## config.mk

```make
export PLATFORM = sky130hd
export DESIGN_NAME = vtage_wr_sched_flat
export DESIGN_NICKNAME = d
export VERILOG_FILES = /design/src/rtl/vtage_wr_sched_pkg.sv /design/src/rtl/vtage_wr_sched_if.sv /design/src/rtl/vtage_wr_fifo.sv /design/src/rtl/vtage_wr_sched.sv /design/src/flat_wrapper.sv
export SDC_FILE = /design/constraint.sdc
export NUM_CORES = 1
export LEC_CHECK = 0
export BUFFER_PORTS_ARGS = -buffer_cell sky130_fd_sc_hd__buf_2
export CAP_MARGIN = 20
export CORE_ASPECT_RATIO = 1.2
export CORE_MARGIN = 2
export CORE_UTILIZATION = 55
export DETAILED_ROUTE_END_ITERATION = 10
export PLACE_DENSITY = 0.74
export SYNTH_ARGS = -nofsm -noshare
export SYNTH_HDL_FRONTEND = slang
export SYNTH_SLANG_ARGS = --single-unit
export TNS_END_PERCENT = 30
```

## constraint.sdc

```tcl
create_clock -name clk_i -period 19.8 [get_ports clk_i]
set_clock_uncertainty 0.05 [all_clocks]
set_input_delay 0 -clock clk_i [delete_from_list [all_inputs] [get_ports clk_i]]
set_output_delay 0 -clock clk_i [all_outputs]
set_load 0.02 [all_outputs]
```

## src/rtl/vtage_wr_sched_pkg.sv

```systemverilog
// Shared types and geometry for the VTAGE bank write-port scheduler.
// Bank geometry is fixed here; the scheduler and its FIFO take widths from these constants.
package vtage_wr_sched_pkg;

    localparam int LP_NUM_PRED    = 2;
    localparam int LP_NUM_BANK    = 4;
    localparam int LP_NUM_ENTRIES = 256;
    localparam int LP_DATA_WIDTH  = 48;
    localparam int LP_BANK_W      = $clog2(LP_NUM_BANK);
    localparam int LP_INDEX_WIDTH = $clog2(LP_NUM_ENTRIES);

    typedef struct packed {
        logic [LP_BANK_W-1:0]      bank;
        logic [LP_INDEX_WIDTH-1:0] index;
        logic [LP_DATA_WIDTH-1:0]  data;
    } upd_entry_t;

    typedef enum logic [1:0] {
        IDLE  = 2'd0,
        SWEEP = 2'd1,
        PAUSE = 2'd2
    } sched_state_e;

    // Two updates collide when they target the same physical entry.
    function automatic logic same_slot(input upd_entry_t a, input upd_entry_t b);
        return (a.bank == b.bank) && (a.index == b.index);
    endfunction

endpackage

```

## src/rtl/vtage_wr_sched_if.sv

```systemverilog
// Update-request and bank-write bus between the update unit, the scheduler and the banks.
// master drives update requests; slave is the scheduler side.
interface vtage_wr_sched_if #(
    parameter int P_FIFO_DEPTH = 8
);
    import vtage_wr_sched_pkg::*;

    logic [LP_NUM_PRED-1:0]                     upd_valid_i;
    logic                                       upd_ready_o;
    logic [LP_NUM_PRED-1:0][LP_BANK_W-1:0]      upd_bank_i;
    logic [LP_NUM_PRED-1:0][LP_INDEX_WIDTH-1:0] upd_index_i;
    logic [LP_NUM_PRED-1:0][LP_DATA_WIDTH-1:0]  upd_data_i;
    logic [LP_NUM_PRED-1:0]                     wr_valid_o;
    logic [LP_NUM_PRED-1:0]                     wr_decay_o;
    logic [LP_NUM_PRED-1:0][LP_BANK_W-1:0]      wr_bank_o;
    logic [LP_NUM_PRED-1:0][LP_INDEX_WIDTH-1:0] wr_index_o;
    logic [LP_NUM_PRED-1:0][LP_DATA_WIDTH-1:0]  wr_data_o;
    logic                                       sweep_busy_o;
    logic [$clog2(P_FIFO_DEPTH):0]              fifo_level_o;

    modport master (
        output upd_valid_i, upd_bank_i, upd_index_i, upd_data_i,
        input  upd_ready_o, wr_valid_o, wr_decay_o, wr_bank_o, wr_index_o, wr_data_o,
        input  sweep_busy_o, fifo_level_o
    );

    modport slave (
        input  upd_valid_i, upd_bank_i, upd_index_i, upd_data_i,
        output upd_ready_o, wr_valid_o, wr_decay_o, wr_bank_o, wr_index_o, wr_data_o,
        output sweep_busy_o, fifo_level_o
    );

endinterface

```

## src/rtl/vtage_wr_fifo.sv

```systemverilog
// Circular update buffer with two write and two read slots per cycle.
// Caller guarantees push_cnt_i never overflows and pop_cnt_i never exceeds level_o.
module vtage_wr_fifo
    import vtage_wr_sched_pkg::*;
#(
    parameter int P_DEPTH = 8
) (
    input  logic                     clk_i,
    input  logic                     rst_ni,
    input  logic [1:0]               push_cnt_i,
    input  upd_entry_t               push0_i,
    input  upd_entry_t               push1_i,
    input  logic [1:0]               pop_cnt_i,
    output upd_entry_t               head0_o,
    output upd_entry_t               head1_o,
    output logic [$clog2(P_DEPTH):0] level_o
);
    localparam int LP_PTR_W = $clog2(P_DEPTH);
    localparam int LP_LVL_W = LP_PTR_W + 1;

    upd_entry_t          mem [P_DEPTH];
    logic [LP_PTR_W-1:0] wr_ptr, rd_ptr, wr_ptr1, rd_ptr1;

    assign wr_ptr1 = wr_ptr + LP_PTR_W'(1);
    assign rd_ptr1 = rd_ptr + LP_PTR_W'(1);
    assign head0_o = mem[rd_ptr];
    assign head1_o = mem[rd_ptr1];

    always_ff @(posedge clk_i or negedge rst_ni) begin
        if (!rst_ni) begin
            wr_ptr  <= '0;
            rd_ptr  <= '0;
            level_o <= '0;
        end else begin
            wr_ptr  <= wr_ptr + LP_PTR_W'(push_cnt_i);
            rd_ptr  <= rd_ptr + LP_PTR_W'(pop_cnt_i);
            level_o <= level_o + LP_LVL_W'(push_cnt_i) - LP_LVL_W'(pop_cnt_i);
        end
    end

    // Payload storage carries no reset; only pointers and level define validity.
    always_ff @(posedge clk_i) begin
        if (push_cnt_i != 2'd0) mem[wr_ptr]  <= push0_i;
        if (push_cnt_i == 2'd2) mem[wr_ptr1] <= push1_i;
    end

endmodule

```

## src/rtl/vtage_wr_sched.sv

```systemverilog
// VTAGE bank write-port scheduler: buffers updates, issues up to two writes per cycle
// and interleaves the periodic usefulness-decay sweep on port 0.
module vtage_wr_sched
    import vtage_wr_sched_pkg::*;
#(
    parameter int P_FIFO_DEPTH   = 8,
    parameter int P_DECAY_PERIOD = 1024,
    parameter int P_HI_WM        = 6,
    parameter int P_LO_WM        = 2
) (
    input logic             clk_i,
    input logic             rst_ni,
    vtage_wr_sched_if.slave bus
);
    localparam int LP_LVL_W = $clog2(P_FIFO_DEPTH) + 1;
    localparam int LP_CNT_W = $clog2(P_DECAY_PERIOD + 2) + 1;
    localparam logic [LP_CNT_W-1:0]       LP_CNT_MAX  = '1;
    localparam logic [LP_INDEX_WIDTH-1:0] LP_LAST_IDX = LP_INDEX_WIDTH'(LP_NUM_ENTRIES - 1);

    sched_state_e                state_q, state_d;
    logic [LP_CNT_W-1:0]         commit_cnt_q, commit_cnt_d;
    logic [LP_INDEX_WIDTH-1:0]   sweep_idx_q, sweep_idx_d;
    logic [LP_LVL_W-1:0]         level;
    upd_entry_t                  lane [LP_NUM_PRED];
    upd_entry_t                  push0, push1, head0, head1;
    logic [1:0]                  push_cnt, pop_cnt;
    logic                        ready, h0_vld, h1_vld, conflict;

    logic [LP_NUM_PRED-1:0]                     wr_valid_p0, wr_valid_p1;
    logic [LP_NUM_PRED-1:0]                     wr_decay_p0, wr_decay_p1;
    logic [LP_NUM_PRED-1:0][LP_BANK_W-1:0]      wr_bank_p0, wr_bank_p1;
    logic [LP_NUM_PRED-1:0][LP_INDEX_WIDTH-1:0] wr_index_p0, wr_index_p1;
    logic [LP_NUM_PRED-1:0][LP_DATA_WIDTH-1:0]  wr_data_p0, wr_data_p1;

    function automatic logic [LP_CNT_W-1:0] sat_add(input logic [LP_CNT_W-1:0] a,
                                                    input logic [1:0] b);
        logic [LP_CNT_W:0] s;
        s = {1'b0, a} + (LP_CNT_W + 1)'(b);
        return s[LP_CNT_W] ? LP_CNT_MAX : s[LP_CNT_W-1:0];
    endfunction

    assign ready    = (P_FIFO_DEPTH - int'(level)) >= 2;
    assign h0_vld   = (level != '0);
    assign h1_vld   = (int'(level) >= 2);
    assign conflict = h0_vld && (head0.index == sweep_idx_q);

    // Stage p0: compact the valid lanes so the FIFO always sees lane 0 before lane 1.
    always_comb begin
        for (int i = 0; i < LP_NUM_PRED; i++) begin
            lane[i].bank  = bus.upd_bank_i[i];
            lane[i].index = bus.upd_index_i[i];
            lane[i].data  = bus.upd_data_i[i];
        end
        push0    = lane[0];
        push1    = lane[1];
        push_cnt = 2'd0;
        if (ready) begin
            unique case (bus.upd_valid_i)
                2'b01:   push_cnt = 2'd1;
                2'b10: begin
                    push_cnt = 2'd1;
                    push0    = lane[1];
                end
                2'b11:   push_cnt = 2'd2;
                default: push_cnt = 2'd0;
            endcase
        end
    end

    vtage_wr_fifo #(
        .P_DEPTH (P_FIFO_DEPTH)
    ) u_fifo (
        .clk_i      (clk_i),
        .rst_ni     (rst_ni),
        .push_cnt_i (push_cnt),
        .push0_i    (push0),
        .push1_i    (push1),
        .pop_cnt_i  (pop_cnt),
        .head0_o    (head0),
        .head1_o    (head1),
        .level_o    (level)
    );

    always_comb begin
        wr_valid_p0  = '0;
        wr_decay_p0  = '0;
        wr_bank_p0   = '0;
        wr_index_p0  = '0;
        wr_data_p0   = '0;
        pop_cnt      = 2'd0;
        state_d      = state_q;
        commit_cnt_d = commit_cnt_q;
        sweep_idx_d  = sweep_idx_q;
        unique case (state_q)
            SWEEP: begin
                if (h0_vld) begin
                    wr_valid_p0[1] = 1'b1;
                    wr_bank_p0[1]  = head0.bank;
                    wr_index_p0[1] = head0.index;
                    wr_data_p0[1]  = head0.data;
                    pop_cnt        = 2'd1;
                end
                // An update to the entry about to decay goes first; the decay retries next cycle.
                if (!conflict) begin
                    wr_valid_p0[0] = 1'b1;
                    wr_decay_p0[0] = 1'b1;
                    wr_index_p0[0] = sweep_idx_q;
                end
                if (!conflict && (sweep_idx_q == LP_LAST_IDX)) begin
                    state_d     = IDLE;
                    sweep_idx_d = '0;
                end else begin
                    if (!conflict) sweep_idx_d = sweep_idx_q + LP_INDEX_WIDTH'(1);
                    if (int'(level) >= P_HI_WM) state_d = PAUSE;
                end
            end
            default: begin
                if (h0_vld) begin
                    wr_valid_p0[0] = 1'b1;
                    wr_bank_p0[0]  = head0.bank;
                    wr_index_p0[0] = head0.index;
                    wr_data_p0[0]  = head0.data;
                    pop_cnt        = 2'd1;
                end
                if (h1_vld && !same_slot(head0, head1)) begin
                    wr_valid_p0[1] = 1'b1;
                    wr_bank_p0[1]  = head1.bank;
                    wr_index_p0[1] = head1.index;
                    wr_data_p0[1]  = head1.data;
                    pop_cnt        = 2'd2;
                end
                if (state_q == IDLE) begin
                    if (int'(commit_cnt_q) >= P_DECAY_PERIOD) begin
                        state_d      = SWEEP;
                        commit_cnt_d = '0;
                    end else begin
                        commit_cnt_d = sat_add(commit_cnt_q, pop_cnt);
                    end
                end else if (int'(level) <= P_LO_WM) begin
                    state_d = SWEEP;
                end
            end
        endcase
    end

    // Stage p1: registered control state and write-port outputs.
    always_ff @(posedge clk_i or negedge rst_ni) begin
        if (!rst_ni) begin
            state_q      <= IDLE;
            commit_cnt_q <= '0;
            sweep_idx_q  <= '0;
            wr_valid_p1  <= '0;
            wr_decay_p1  <= '0;
            wr_bank_p1   <= '0;
            wr_index_p1  <= '0;
            wr_data_p1   <= '0;
        end else begin
            state_q      <= state_d;
            commit_cnt_q <= commit_cnt_d;
            sweep_idx_q  <= sweep_idx_d;
            wr_valid_p1  <= wr_valid_p0;
            wr_decay_p1  <= wr_decay_p0;
            wr_bank_p1   <= wr_bank_p0;
            wr_index_p1  <= wr_index_p0;
            wr_data_p1   <= wr_data_p0;
        end
    end

    assign bus.upd_ready_o  = ready;
    assign bus.wr_valid_o   = wr_valid_p1;
    assign bus.wr_decay_o   = wr_decay_p1;
    assign bus.wr_bank_o    = wr_bank_p1;
    assign bus.wr_index_o   = wr_index_p1;
    assign bus.wr_data_o    = wr_data_p1;
    assign bus.sweep_busy_o = (state_q != IDLE);
    assign bus.fifo_level_o = level;

endmodule

```

## src/flat_wrapper.sv

```systemverilog
// flat-port wrapper written by rule: the top's interface ports become plain ports
module vtage_wr_sched_flat import vtage_wr_sched_pkg::*;
#(
    parameter int P_FIFO_DEPTH   = 8,
    parameter int P_DECAY_PERIOD = 1024,
    parameter int P_HI_WM        = 6,
    parameter int P_LO_WM        = 2
)
  (clk_i, rst_ni, bus_upd_valid_i, bus_upd_bank_i, bus_upd_index_i, bus_upd_data_i, bus_upd_ready_o, bus_wr_valid_o, bus_wr_decay_o, bus_wr_bank_o, bus_wr_index_o, bus_wr_data_o, bus_sweep_busy_o, bus_fifo_level_o);
  vtage_wr_sched_if #(.P_FIFO_DEPTH(P_FIFO_DEPTH)) bus_i ();
  input logic clk_i;
  input logic rst_ni;
  input wire logic [$bits(bus_i.upd_valid_i)-1:0] bus_upd_valid_i;
  input wire logic [$bits(bus_i.upd_bank_i)-1:0] bus_upd_bank_i;
  input wire logic [$bits(bus_i.upd_index_i)-1:0] bus_upd_index_i;
  input wire logic [$bits(bus_i.upd_data_i)-1:0] bus_upd_data_i;
  output wire logic [$bits(bus_i.upd_ready_o)-1:0] bus_upd_ready_o;
  output wire logic [$bits(bus_i.wr_valid_o)-1:0] bus_wr_valid_o;
  output wire logic [$bits(bus_i.wr_decay_o)-1:0] bus_wr_decay_o;
  output wire logic [$bits(bus_i.wr_bank_o)-1:0] bus_wr_bank_o;
  output wire logic [$bits(bus_i.wr_index_o)-1:0] bus_wr_index_o;
  output wire logic [$bits(bus_i.wr_data_o)-1:0] bus_wr_data_o;
  output wire logic [$bits(bus_i.sweep_busy_o)-1:0] bus_sweep_busy_o;
  output wire logic [$bits(bus_i.fifo_level_o)-1:0] bus_fifo_level_o;
  assign bus_i.upd_valid_i = bus_upd_valid_i;
  assign bus_i.upd_bank_i = bus_upd_bank_i;
  assign bus_i.upd_index_i = bus_upd_index_i;
  assign bus_i.upd_data_i = bus_upd_data_i;
  assign bus_upd_ready_o = bus_i.upd_ready_o;
  assign bus_wr_valid_o = bus_i.wr_valid_o;
  assign bus_wr_decay_o = bus_i.wr_decay_o;
  assign bus_wr_bank_o = bus_i.wr_bank_o;
  assign bus_wr_index_o = bus_i.wr_index_o;
  assign bus_wr_data_o = bus_i.wr_data_o;
  assign bus_sweep_busy_o = bus_i.sweep_busy_o;
  assign bus_fifo_level_o = bus_i.fifo_level_o;
  vtage_wr_sched #(.P_FIFO_DEPTH(P_FIFO_DEPTH), .P_DECAY_PERIOD(P_DECAY_PERIOD), .P_HI_WM(P_HI_WM), .P_LO_WM(P_LO_WM)) u_core (.clk_i(clk_i), .rst_ni(rst_ni), .bus(bus_i));
endmodule
```

* Yosys cells after proc, flatten, opt, wreduce, memory -nomap -nowiden
Memory sizes are Yosys's and may differ from the RTL's. Index checks and enable logic that the tools add are counted.
Cells by class: shift-type cells 0, equality and inequality tests 12, reduce and logical (&&, ||, !) cells 15, magnitude comparators 5, $mul 0, bitwise gates (word level) 1, add/subtract/negate cells 9, muxes and demuxes 39, div/mod/pow operators 0
Operators by type and width (number):
- 48-bit two-way mux | 4
- 58-bit two-way mux | 2
- 8-bit two-way mux | 5
- 32-bit by 3-bit greater-or-equal comparator with 1-bit output, second input constant | 1
- 2-bit two-way mux | 15
- 12-bit two-way mux | 2
- 8-bit == test | 2
- 16-bit two-way mux | 1
- 12-bit by 2-bit adder with 13-bit output | 1
- 12-bit by 11-bit greater-or-equal comparator with 1-bit output, second input constant | 1
- 1-bit two-way mux | 9
- 8-bit by 1-bit adder with 8-bit output, second input constant | 1
- 8-bit == test, second input constant | 1
- 3-bit by 1-bit adder with 3-bit output, second input constant | 2
- 3-bit by 2-bit adder with 3-bit output | 2
- 2-bit == test, second input constant | 3
- 4-bit by 4-bit subtractor with 5-bit output, first input constant | 1
- 4-bit by 2-bit adder with 4-bit output | 1
- 2-bit by 1-bit == test with 1-bit output, second input constant | 2
- 4-bit by 2-bit greater-or-equal comparator with 1-bit output, second input constant | 1
- 4-bit by 3-bit greater-or-equal comparator with 1-bit output, second input constant | 1
- 4-bit by 2-bit <= comparator with 1-bit output, second input constant | 1
- 1-bit logical AND | 4
- 2-bit case mux with 2 select lines | 1
- other kinds (14) | 17
Word-level totals: logic and storage cells 96, RAM bits 464, output and inout port bits 126, latch bits 0, memories 1, memory bits (read-only) 0, bits in registers 151
Memory list:
- u_core.u_fifo.mem | words 8, width 58, rd ports 2, clocked after memory_dff 0, wr ports 2, RTL line vtage_wr_fifo.sv:21 | upd_entry_t mem [P_DEPTH];

* Longest topological paths before layout
Gate-level depths: netlist of the first run. An unclocked memory read counts as a cell.
depth after elaboration 11, depth in mapped cells 18, gate-level depth less buffers 16

* By module
From an unflattened synthesis of the first run, not the netlist that was laid out.
Unflattened totals: cells, all modules 2381, area, all modules 34242.8 µm²
Modules (own cells, without submodules):
- vtage_wr_fifo | area each 27946.8 µm², cells an instance 1866, instances 1
- vtage_wr_sched | area each 6296.0 µm², cells an instance 515, instances 1

* Least setup slack after synthesis of the first run
Ideal clock, no wire load.
path kind flip-flop to flip-flop, start register u_core.u_fifo.level_o[1], end memory u_core.u_fifo.mem[2][0] (netlist bit), enable pin, clock period less this slack 6.720 ns, data required time 19.196 ns, setup slack 13.080 ns, data arrival time 6.116 ns, buffers on the path 0, stages on the path, launching flop included 8, path through dfrtp_1 inv_1 ha_1 a41o_1 a32oi_2 and3_1 nand3_1 o21ai_0
RTL lines:
- from (decl) | RTL line vtage_wr_fifo.sv:16 | output logic [$clog2(P_DEPTH):0] level_o
- from (signal assigned) | RTL line vtage_wr_fifo.sv:37 | level_o <= level_o + LP_LVL_W'(push_cnt_i) - LP_LVL_W'(pop_cnt_i);
- to (decl) | RTL line vtage_wr_fifo.sv:21

* Worst setup path after layout of the first run
start register u_core.u_fifo.rd_ptr[1], end register u_core.u_fifo.level_o[3]
Between the ends: word-level cells in the longest chain between the ends 10, elaborated cells on any way between the ends 11, classes of those cells add/sub: 2; eq/ne: 2; mux: 3; reduce/logical: 3; memory: 1
RTL lines:
- from (decl) | RTL line vtage_wr_fifo.sv:22 | logic [LP_PTR_W-1:0] wr_ptr, rd_ptr, wr_ptr1, rd_ptr1;
- from (signal assigned) | RTL line vtage_wr_fifo.sv:36 | rd_ptr <= rd_ptr + LP_PTR_W'(pop_cnt_i);
- 3-bit by 1-bit adder with 3-bit output | RTL line vtage_wr_fifo.sv:25 | assign rd_ptr1 = rd_ptr + LP_PTR_W'(1);
- memory read 8 x 58 bit (*)
- 8-bit == test or 2-bit == test (tied branches) | RTL line vtage_wr_sched_pkg.sv:26 | return (a.bank == b.bank) && (a.index == b.index);
- 1-bit logical AND (*) | RTL line vtage_wr_sched_pkg.sv:26
- 1-bit logical NOT (*) | RTL line vtage_wr_sched.sv:125 | if (h1_vld && !same_slot(head0, head1)) begin
- 1-bit logical AND (*) | RTL line vtage_wr_sched.sv:125
- 2-bit two-way mux (*) | RTL line vtage_wr_sched.sv:125
- 2-bit two-way mux (*) (2 in a row) | RTL line vtage_wr_sched.sv:94 | unique case (state_q)
- 4-bit by 2-bit subtractor with 4-bit output (*) | RTL line vtage_wr_fifo.sv:37
Mark *: on every way between the ends. The rest lies on a longest branch, timed or not. The select of a mux whose other input is x is not followed. A chain may end at the register's enable or synchronous reset.

==> results of run 1 <==
==> kinds of logic (layout without fill, tap and decap cells) <==
group / Yosys count / count (layout) / share of synthesized area [%]
and+or+nand+nor: 158 / 158 / 2.18
muxes: 818 / 818 / 35.7
xor gates and xnor gates: 46 / 46 / 1.24
DFF: 615 / 615 / 53.7
buffers and inverters: 162 / 591 / 2.55
other: 1 / 9 / 0.0114
AOI/OAI and AO/OA: 136 / 136 / 3.57
adders and majority gates: 24 / 24 / 1.02
==> critical path: stages (launching register included) <==
cell and delay (ns):
dfrtp_4 1.09, ha_4 0.57, buf_4 0.57, buf_12 0.31
mux4_2 0.59, xor2_1 0.17, o22ai_1 0.13, o22ai_1 0.12
nor3_2 0.34, a31o_4 0.68, inv_1 0.20, fa_1 0.58
inv_1 0.06, ha_1 0.29, a21o_1 0.18, a21oi_1 0.16
xor2_1 0.18
==> state kept, by name (all words and copies together), names as in the netlist <==
name and flops:
u_core.bus.wr_decay_o 1, u_core.u_fifo.wr_ptr 3, u_core.u_fifo.rd_ptr 3, u_core.bus.wr_valid_o 2, u_core.u_fifo.level_o 4, u_core.u_fifo.mem 464, u_core.sweep_idx_q 8, u_core.commit_cnt_q 12
u_core.state_q 2, u_core.bus.wr_index_o 16, u_core.bus.wr_bank_o 4, u_core.bus.wr_data_o 96
==> worst max path at each step <==
stage                                  startpoint                                 end  slack (ns)  cells past startpoint
6_report        u_core.u_fifo.rd_ptr[1]$_DFF_PN0_  u_core.u_fifo.level_o[3]$_DFF_PN0_       13.39                     16
5_1_grt         u_core.u_fifo.rd_ptr[0]$_DFF_PN0_  u_core.u_fifo.level_o[3]$_DFF_PN0_       12.97                     16
4_1_cts         u_core.u_fifo.rd_ptr[1]$_DFF_PN0_  u_core.u_fifo.level_o[3]$_DFF_PN0_       13.18                     15
3_5_place_dp    u_core.u_fifo.rd_ptr[1]$_DFF_PN0_  u_core.u_fifo.level_o[3]$_DFF_PN0_       13.23                     15
3_3_place_gp    u_core.u_fifo.rd_ptr[1]$_DFF_PN0_  u_core.u_fifo.level_o[3]$_DFF_PN0_       13.25                     15
2_1_floorplan  u_core.u_fifo.level_o[1]$_DFF_PN0_   u_core.u_fifo.mem[2][0]$_DFFE_PP_       13.08                      7
==> metrics by stage <==
step,hold WS [ns],util [%]
4_1_cts,0.0698,65.4
3_5_place_dp,-0.134,58.8
2_1_floorplan,-0.346,-
5_1_grt,0.0806,65.5
6_report,0.0832,65.5
3_3_place_gp,-0.134,58.8
==> routing by layer <==
layer | track usage, % | routed length, um | vias to the layer above
met2 | 48.8 | 45400 | 1002
met3 | 4.44 | 6910 | 198
met4 | 10.2 | 2950 | 12
met1 | 40.0 | 35500 | 11000
met5 | 0 | 82 | -
li1 | - | - | 8664
==> synthesized netlist by cell type, types with 6 or more instances <==
library cell	number
ha_1	19
edfxtp_1	464
buf_4	14
mux2_2	464
nor2_1	70
xor2_1	31
buf_1	19
dfrtp_1	151
mux2i_1	112
mux4_2	236
o22ai_1	21
nand2_1	40
xnor2_1	14
o21ai_1	11
a21oi_1	7
inv_1	19
o22ai_2	50
o21ai_0	19
nand2b_1	8
o31ai_1	6
buf_6	14
nand3_1	12
clkbuf_1	43
buf_2	51
==> layout by cell type, fill, tap and decap left out, drive strengths merged, types with 5 or more instances in the layout <==
| cell type | instances |
|---|---|
| and3 | 5 |
| nand4 | 5 |
| clkinv | 15 |
| nand2b | 8 |
| mux4 | 236 |
| dlygate4sd3 | 176 |
| xnor2 | 14 |
| diode | 8 |
| ha | 19 |
| xor2 | 32 |
| edfxtp | 464 |
| o21ai | 30 |
| a22o | 5 |
| inv | 22 |
| buf | 279 |
| nand3 | 12 |
| o31ai | 6 |
| nor2 | 70 |
| mux2i | 117 |
| mux2 | 465 |
| dfrtp | 151 |
| a21oi | 7 |
| nand2 | 40 |
| o22ai | 71 |
| fa | 5 |
| clkbuf | 97 |
==> cell type report <==
| cell class | count | area share [%] |
|---|---|---|
| repair buffers | 455 | 8.48 |
| flip-flops and latches | 615 | 45.5 |
| clock buffers | 97 | 5.20 |
| multi-input cells | 1183 | 37.7 |
| inverters | 20 | 0.193 |
| well taps | 800 | 2.57 |
| clock inverters | 19 | 0.353 |
| diodes | 8 | 0.0514 |
==> power by group through the flow <==
stage,sequential [mW],combinational [mW],clock [mW]
CTS,2.00,3.23,1.24
floorplan,2.08,2.27,0
detailed placement,2.02,3.17,0
finish,2.01,3.24,1.23
global route,2.03,3.43,1.29
global placement,2.01,3.12,0
==> timing repair <==
item,CTS,global route
gates resized for setup,0,0
hold buffers,177,0
hold endpoints to repair,615,0
buffers inserted,0,0
==> metrics.yaml, run 1 <==
synthFlopType: "edfxtp_1"
multi_input_area_um2: 14700
combPwrFrac_pct: 50.1
coreArea_um2: 59500
timing.rr.end: "u_core.u_fifo.level_o[3]$_DFF_PN0_"
grt_pass1_vias: 21600
antenna_found_initial: 13
power.switching_mw: 2.45
regArea_um2: 17700
initial_core_util_pct: 55.5
die_x_um: 228
critPathMaxFanout: 57
reg2reg_from: "u_core.u_fifo.rd_ptr[1]$_DFF_PN0_"
wl_per_cell_um: 28.4
first_pass_iters: 5
layout-drive-gt1-share_pct: 49.0
status: "complete, no violations"
clock-sinks: 615
clk_pin_slew_ns: 0.06
p_int_mw: 4.02
vias_per_cell: 6.52
netlist_instances: 1960
routabilityCongestion: 0.847
root_buffer: "clkbuf_16"
hp-start: "bus_upd_valid_i[1]"
num-fill-cells: 4107
fin_cells: 3197
dpl_cell_area_um2: 35000
synth_cell_type_count: 57
seqPwrFrac_pct: 31.0
synth_warnings: 0
setup_ws_ns: 13.39
dieHeight_um: 272
netlist_top_cells_area: "edfxtp_1, mux4_2, mux2_2, dfrtp_1, mux2i_1"
hpwl_mm: 50.5
io_buffer_count: 244
rsz0062_at_grt: "false"
final_nets: 2480
ys_seq_elements: 615
num_vias: 20800
synth_top_area_share_pct: 42.2
cts-buffers-inserted: 61
ant_nets: 0
max_freq_ghz: 0.156
drt_wl_total_mm: 90.8
power.density_nw_per_um2: 166
sw_frac_of_total_pct: 37.9
worst_setup_path_end_kind: "flop"
finalCriticalPeriod_ns: 6.41
finalCritPeriodShare_pct: 32.4
ys_seq_area_share_pct: 53.7
grt_max_degree: 119
power.leakage_nw: 14.1
maxCapViolCount: 0
cts_max_path_buffers: 3
die_area_um2: 62000
yosysTopAreaCell: "edfxtp_1"
clkPwrFrac_pct: 19.0
cts_tree: "built"
numPlacedInstances: 2895
r2r_slack_ns: 13.39
crit_type: "reg2reg"
syn_nets: 2104
synthArstFlopShare_pct: 24.6
grt_overflow: 0
grt_pass1_wl_mm: 135
pre_cts_slack_ns: 13.23
synth_edf_count: 464
critical_path_arrival_ns: 6.91
r2r_cells: 16
crit_required_ns: 20.30
track_usage_pct: 29.5
holdPathStages: 5
ios: 246
finalSetupTns_ns: 0
hold_end: "u_core.u_fifo.wr_ptr[1]$_DFF_PN0_"
maxSlewHeadroom_pct: 18.1
drtIter0Drc: 1941
final_area_um2: 39000
row_count: 98
peakVddDrop_mv: 0.128
drv_slew: 0
finalHoldViolations: 0
hold_path.class: "in2reg"
p_total_mw: 6.48
areaGrowthSynthToFinish_pct: 18.1
clkLatencyLatePin_ns: 0.63
crit_path_start_kind: "flop"
setup-violations-final: 0
netlist_area_um2: 33000
avgSynthCellArea_um2: 16.8
drc: 0
cts_htree_levels: 2
tightestPinTransition_ns: 1.23
Power figures use the tool's default switching activity.
==> run 2: changes to the inputs <==
--- a/config.mk
+++ b/config.mk
@@ -11,7 +11,7 @@
 export CORE_MARGIN = 2
 export CORE_UTILIZATION = 55
 export DETAILED_ROUTE_END_ITERATION = 10
-export PLACE_DENSITY = 0.74
+export PLACE_DENSITY = 0.77
 export SYNTH_ARGS = -nofsm -noshare
 export SYNTH_HDL_FRONTEND = slang
 export SYNTH_SLANG_ARGS = --single-unit
==> constraint.sdc (replaced) <==
create_clock -name clk_i -period 5.3 [get_ports clk_i]
set_clock_uncertainty 0.05 [all_clocks]
set_input_delay 0 -clock clk_i [delete_from_list [all_inputs] [get_ports clk_i]]
set_output_delay 0 -clock clk_i [all_outputs]
set_load 0.02 [all_outputs]
==> metrics.yaml, run 2 (synthesized netlist as in run 1, its figures left out) <==
finalCritPeriodShare_pct: 90.2
crit_path_start_kind: "flop"
maxSlewHeadroom_pct: 22.9
max_freq_ghz: 0.209
ant_nets: 0
r2r_slack_ns: 0.52
power.density_nw_per_um2: 613
largest_reg_flops: 464
cts_tree: "built"
cp_top_family: "compound AO/OA/AOI/OAI gates"
initial_core_util_pct: 55.5
timing.rr.end: "u_core.u_fifo.mem[6][54]$_DFFE_PP_"
finalSetupTns_ns: 0
cts_htree_levels: 3
ctsHoldBuffers: 175
r2r_cells: 11
peakVddDrop_mv: 0.493
vias_per_cell: 6.45
regArea_um2: 17700
cts-buffers-inserted: 66
cts_max_path_buffers: 3
grt_overflow: 0
cpMaxStageDelayCell: "o21ai_4"
num_vias: 20800
reg2reg_from: "u_core.u_fifo.level_o[1]$_DFF_PN0_"
hpwl_mm: 52.9
critical_path_arrival_ns: 5.08
die_x_um: 228
top_register: "u_core.u_fifo.mem"
multi_input_area_um2: 14700
status: "complete, no violations"
layout-drive-gt1-share_pct: 48.7
crit_required_ns: 5.59
fin_cells: 3217
first_pass_iters: 6
hold_end: "u_core.u_fifo.wr_ptr[1]$_DFF_PN0_"
critPathMaxFanout: 17
finalCriticalPeriod_ns: 4.78
clock-sinks: 615
grt_pass1_vias: 21900
worst_setup_path_end_kind: "flop"
crit_path_max_incr_delay_ns: 0.76
finalHoldViolations: 0
cts_resized: 0
drt_wl_total_mm: 90.2
dieHeight_um: 272
final_cell_mix: "mux2_2, edfxtp_1, buf_2"
root_buffer: "clkbuf_16"
path_buf_inv: 3
die_area_um2: 62000
final_nets: 2504
io_buffer_count: 244
hold_path.class: "in2reg"
tightestPinTransition_ns: 1.16
numPlacedInstances: 2915
track_usage_pct: 29.5
routabilityCongestion: 0.863
antenna_found_initial: 10
row_count: 98
num-fill-cells: 4116
setup_ws_ns: 0.517
crit_type: "reg2reg"
maxCapViolCount: 0
holdPathStages: 5
drtIter0Drc: 2114
crit_path_cell_trace: "inv_1 > ha_1 > nand2b_1 > o211ai_1 > a32oi_2 > and3_1 > nand3_1 > o21ai_4 > buf_4 > mux2_2 > dlygate4sd3_1"
grt_pass1_wl_mm: 135
power.leakage_nw: 14.1
wl_per_cell_um: 28.0
drc: 0
ios: 246
rsz0062_at_grt: "false"
drv_slew: 0
areaGrowthSynthToFinish_pct: 18.1
final_core_util_pct: 65.5
grt_max_degree: 106
setup-violations-final: 0
fin_hold_ws_ns: 0.157
pre_cts_slack_ns: 0.633
hp-start: "bus_upd_valid_i[1]"
cts_setup_buffers: 0
coreArea_um2: 59500
clkLatencyLatePin_ns: 0.61
clk_pin_slew_ns: 0.06
[run 2: worst reg2reg max path, stage by stage (launching register included)]
cell and delay, ns:
dfrtp_1 0.46, inv_1 0.21, ha_1 0.29, nand2b_1 0.14
o211ai_1 0.10, a32oi_2 0.50, and3_1 0.29, nand3_1 0.33
o21ai_4 0.76, buf_4 0.46, mux2_2 0.39, dlygate4sd3_1 0.55
[run 2: area by class of cell]
cell class                      count  share of cell area (%)
Multi-Input combinational cell   1183                    37.7
Clock buffer                       94                    4.69
Tap cell                          800                    2.57
Antenna cell                        9                  0.0578
Clock inverter                     22                   0.302
Sequential cell                   615                    45.5
Inverter                           20                   0.193
Timing Repair Buffer              474                    9.02
[run 2: stage by stage]
| step | cell area [um^2] | total power [mW] |
|---|---|---|
| after floorplan | 33000 | 16.2 |
| after global placement | 35200 | 19.2 |
| after detailed placement | 35200 | 19.4 |
| after CTS | 38900 | 23.9 |
| after global routing | 39000 | 24.9 |
| final | 39000 | 23.9 |
[run 2: power breakdown]
group          total, mW  internal (mW)  switching (mW)
clock network       4.29           2.40            1.89
registers           7.23           6.67           0.559
logic               12.4           5.75            6.61
total               23.9           14.8            9.06
[run 2: how the worst max path moves through the flow]
stage / to / cells after the start / slack [ns] / startpoint
after floorplan: u_core.u_fifo.mem[2][0]$_DFFE_PP_ / 7 / -1.42 / u_core.u_fifo.level_o[1]$_DFF_PN0_
after global placement: u_core.commit_cnt_q[6]$_DFFE_PN0P_ / 16 / 0.77 / u_core.u_fifo.rd_ptr[0]$_DFF_PN0_
after detailed placement: u_core.commit_cnt_q[6]$_DFFE_PN0P_ / 14 / 0.63 / u_core.u_fifo.rd_ptr[0]$_DFF_PN0_
after CTS: u_core.u_fifo.mem[0][48]$_DFFE_PP_ / 10 / 0.62 / u_core.u_fifo.level_o[1]$_DFF_PN0_
after global routing: u_core.commit_cnt_q[8]$_DFFE_PN0P_ / 15 / 0.32 / u_core.u_fifo.rd_ptr[0]$_DFF_PN0_
final: u_core.u_fifo.mem[6][54]$_DFFE_PP_ / 11 / 0.52 / u_core.u_fifo.level_o[1]$_DFF_PN0_
[run 2: per-layer routing]
| layer | track usage [%] | wire length (um) | vias to the layer above |
|---|---|---|---|
| met5 | 0 | 38 | - |
| met4 | 12.2 | 3070 | 6 |
| met3 | 5.25 | 6260 | 195 |
| met2 | 50.0 | 46100 | 945 |
| met1 | 37.6 | 34700 | 10900 |
| li1 | - | - | 8716 |
==> run 3: changes to the inputs <==
==> constraint.sdc (replaced) <==
create_clock -name clk_i -period 5.3 [get_ports clk_i]
set_clock_uncertainty 0.05 [all_clocks]
set_input_delay 0.53 -clock clk_i [delete_from_list [all_inputs] [get_ports clk_i]]
set_output_delay 0.53 -clock clk_i [all_outputs]
set_load 0.02 [all_outputs]
==> metrics.yaml, run 3 (synthesized netlist as in run 1, its figures left out) <==
status: "complete, no violations"
cts-buffers-inserted: 59
cpMaxStageDelayCell: "dfrtp_4"
final_core_util_pct: 62.6
io_buffer_count: 244
rsz0062_at_grt: "false"
track_usage_pct: 29.1
row_count: 98
wl_met1_mm: 33.4
critPathMaxFanout: 22
wl_met2_mm: 45.2
worst_setup_path_end_kind: "flop"
finalCritPeriodShare_pct: 90.3
finalSetupTns_ns: 0
cts_htree_levels: 2
crit_path_frequent_cell: "nor2_1"
grt_pass1_wl_mm: 133
maxCapViolCount: 0
max_freq_ghz: 0.209
ctsHoldBuffers: 1
clk_pin_slew_ns: 0.07
hold_path.class: "in2reg"
routabilityCongestion: 0.854
power.leakage_nw: 13.4
finalHoldViolations: 0
grt_pass1_vias: 21200
wl_per_cell_um: 29.2
critical_path_arrival_ns: 5.26
antenna_found_initial: 33
drt_wl_total_mm: 89.0
crit_path_cell_trace: "ha_4 > mux4_2 > xor2_1 > o22ai_1 > nor2_1 > nor4_2 > nand3_1 > a21boi_0 > ha_1 > inv_1 > fa_1 > nor2_1 > and3_1 > o21ai_0 > a22o_1"
clkLatencyLatePin_ns: 0.63
ios: 246
cts_setup_buffers: 0
grt_max_degree: 65
num_vias: 20100
maxSlewHeadroom_pct: 26.3
path_buf_inv: 1
ant_nets: 0
root_buffer: "clkbuf_16"
layout-drive-gt1-share_pct: 53.1
highest_layer: "met5"
largest_reg_flops: 464
final_area_um2: 37200
areaGrowthSynthToFinish_pct: 12.8
drc: 0
drtIter0Drc: 2010
cts_max_path_buffers: 3
crit_required_ns: 5.77
wl_met3_mm: 7.06
setup-violations-final: 0
hpwl_mm: 53.3
cts_tree: "built"
coreArea_um2: 59500
peakVddDrop_mv: 0.544
dieHeight_um: 272
top_register: "u_core.u_fifo.mem"
initial_core_util_pct: 55.5
finalCriticalPeriod_ns: 4.79
crit_type: "reg2reg"
final_cell_mix: "mux2_2, edfxtp_1, buf_2"
grt_overflow: 0
crit_path_max_incr_delay_ns: 0.63
cts_resized: 0
clock-sinks: 615
fin_hold_ws_ns: 0.242
die_x_um: 228
first_pass_iters: 5
dpl_cell_area_um2: 35100
tightestPinTransition_ns: 1.11
power.density_nw_per_um2: 638
die_area_um2: 62000
drv_slew: 0
crit_path_start_kind: "flop"
cp_top_family: "adder cells"
vias_per_cell: 6.61
final_nets: 2322
run 3: cell types whose count changed in the layout (fill, tap and decap cells not counted), sizes merged:
cell / delta
dlygate4sd3: -175
clkbuf: -17
clkinv: +10
diode: +9
bufinv: +6
clkinvlp: -2
inv: -2
run 3: cell type report:
cell class | instances | area (um^2)
antenna | 18 | 45.0
clock buffer | 77 | 1660
clock inverter | 34 | 355
fill | 4262 | 22300
inverter | 20 | 75.1
multi-input combinational | 1183 | 14700
sequential | 615 | 17700
tap | 800 | 1000
timing repair buffer | 299 | 1680
run 3: power breakdown:
| part | switching, mW | internal (mW) | total [mW] |
|---|---|---|---|
| Sequential | 0.600 | 6.66 | 7.26 |
| Clock | 1.90 | 2.50 | 4.40 |
| Combinational | 6.52 | 5.55 | 12.1 |
| Total | 9.02 | 14.7 | 23.7 |
run 3: layer usage:
layer  track usage (%)  up-vias
li1                  -     8380
met1              37.6    10600
met2              48.5      930
met3              5.58      208
met4              12.0       32
met5                 0        -
run 3: final timing paths:
check / slack [ns] / from / cells after the start / end
setup / recovery: 0.51 / u_core.u_fifo.rd_ptr[1]$_DFF_PN0_ / 15 / u_core.commit_cnt_q[6]$_DFFE_PN0P_
hold / removal: 0.24 / bus_upd_data_i[61] / 2 / u_core.u_fifo.mem[4][13]$_DFFE_PP_
setup reg to reg: 0.51 / u_core.u_fifo.rd_ptr[1]$_DFF_PN0_ / 15 / u_core.commit_cnt_q[6]$_DFFE_PN0P_
hold reg to reg: 0.44 / u_core.commit_cnt_q[9]$_DFFE_PN0P_ / 1 / u_core.commit_cnt_q[9]$_DFFE_PN0P_
max in group asynchronous: 3.52 / rst_ni / 3 / u_core.bus.wr_data_o[54]$_DFF_PN0_
min in group asynchronous: 0.41 / rst_ni / 2 / u_core.bus.wr_index_o[0]$_DFF_PN0_
run 3: stage by stage:
| stage | total power, mW | instances | setup slack (ns) |
|---|---|---|---|
| 4_1_cts | 23.8 | 3028 | 0.552 |
| 6_report | 23.7 | 3046 | 0.514 |
| 3_3_place_gp | 19.2 | 2916 | 0.674 |
| 5_1_grt | 24.8 | 3044 | 0.274 |
| 3_5_place_dp | 19.4 | 2916 | 0.561 |
| 2_1_floorplan | 16.2 | 1960 | -1.42 |
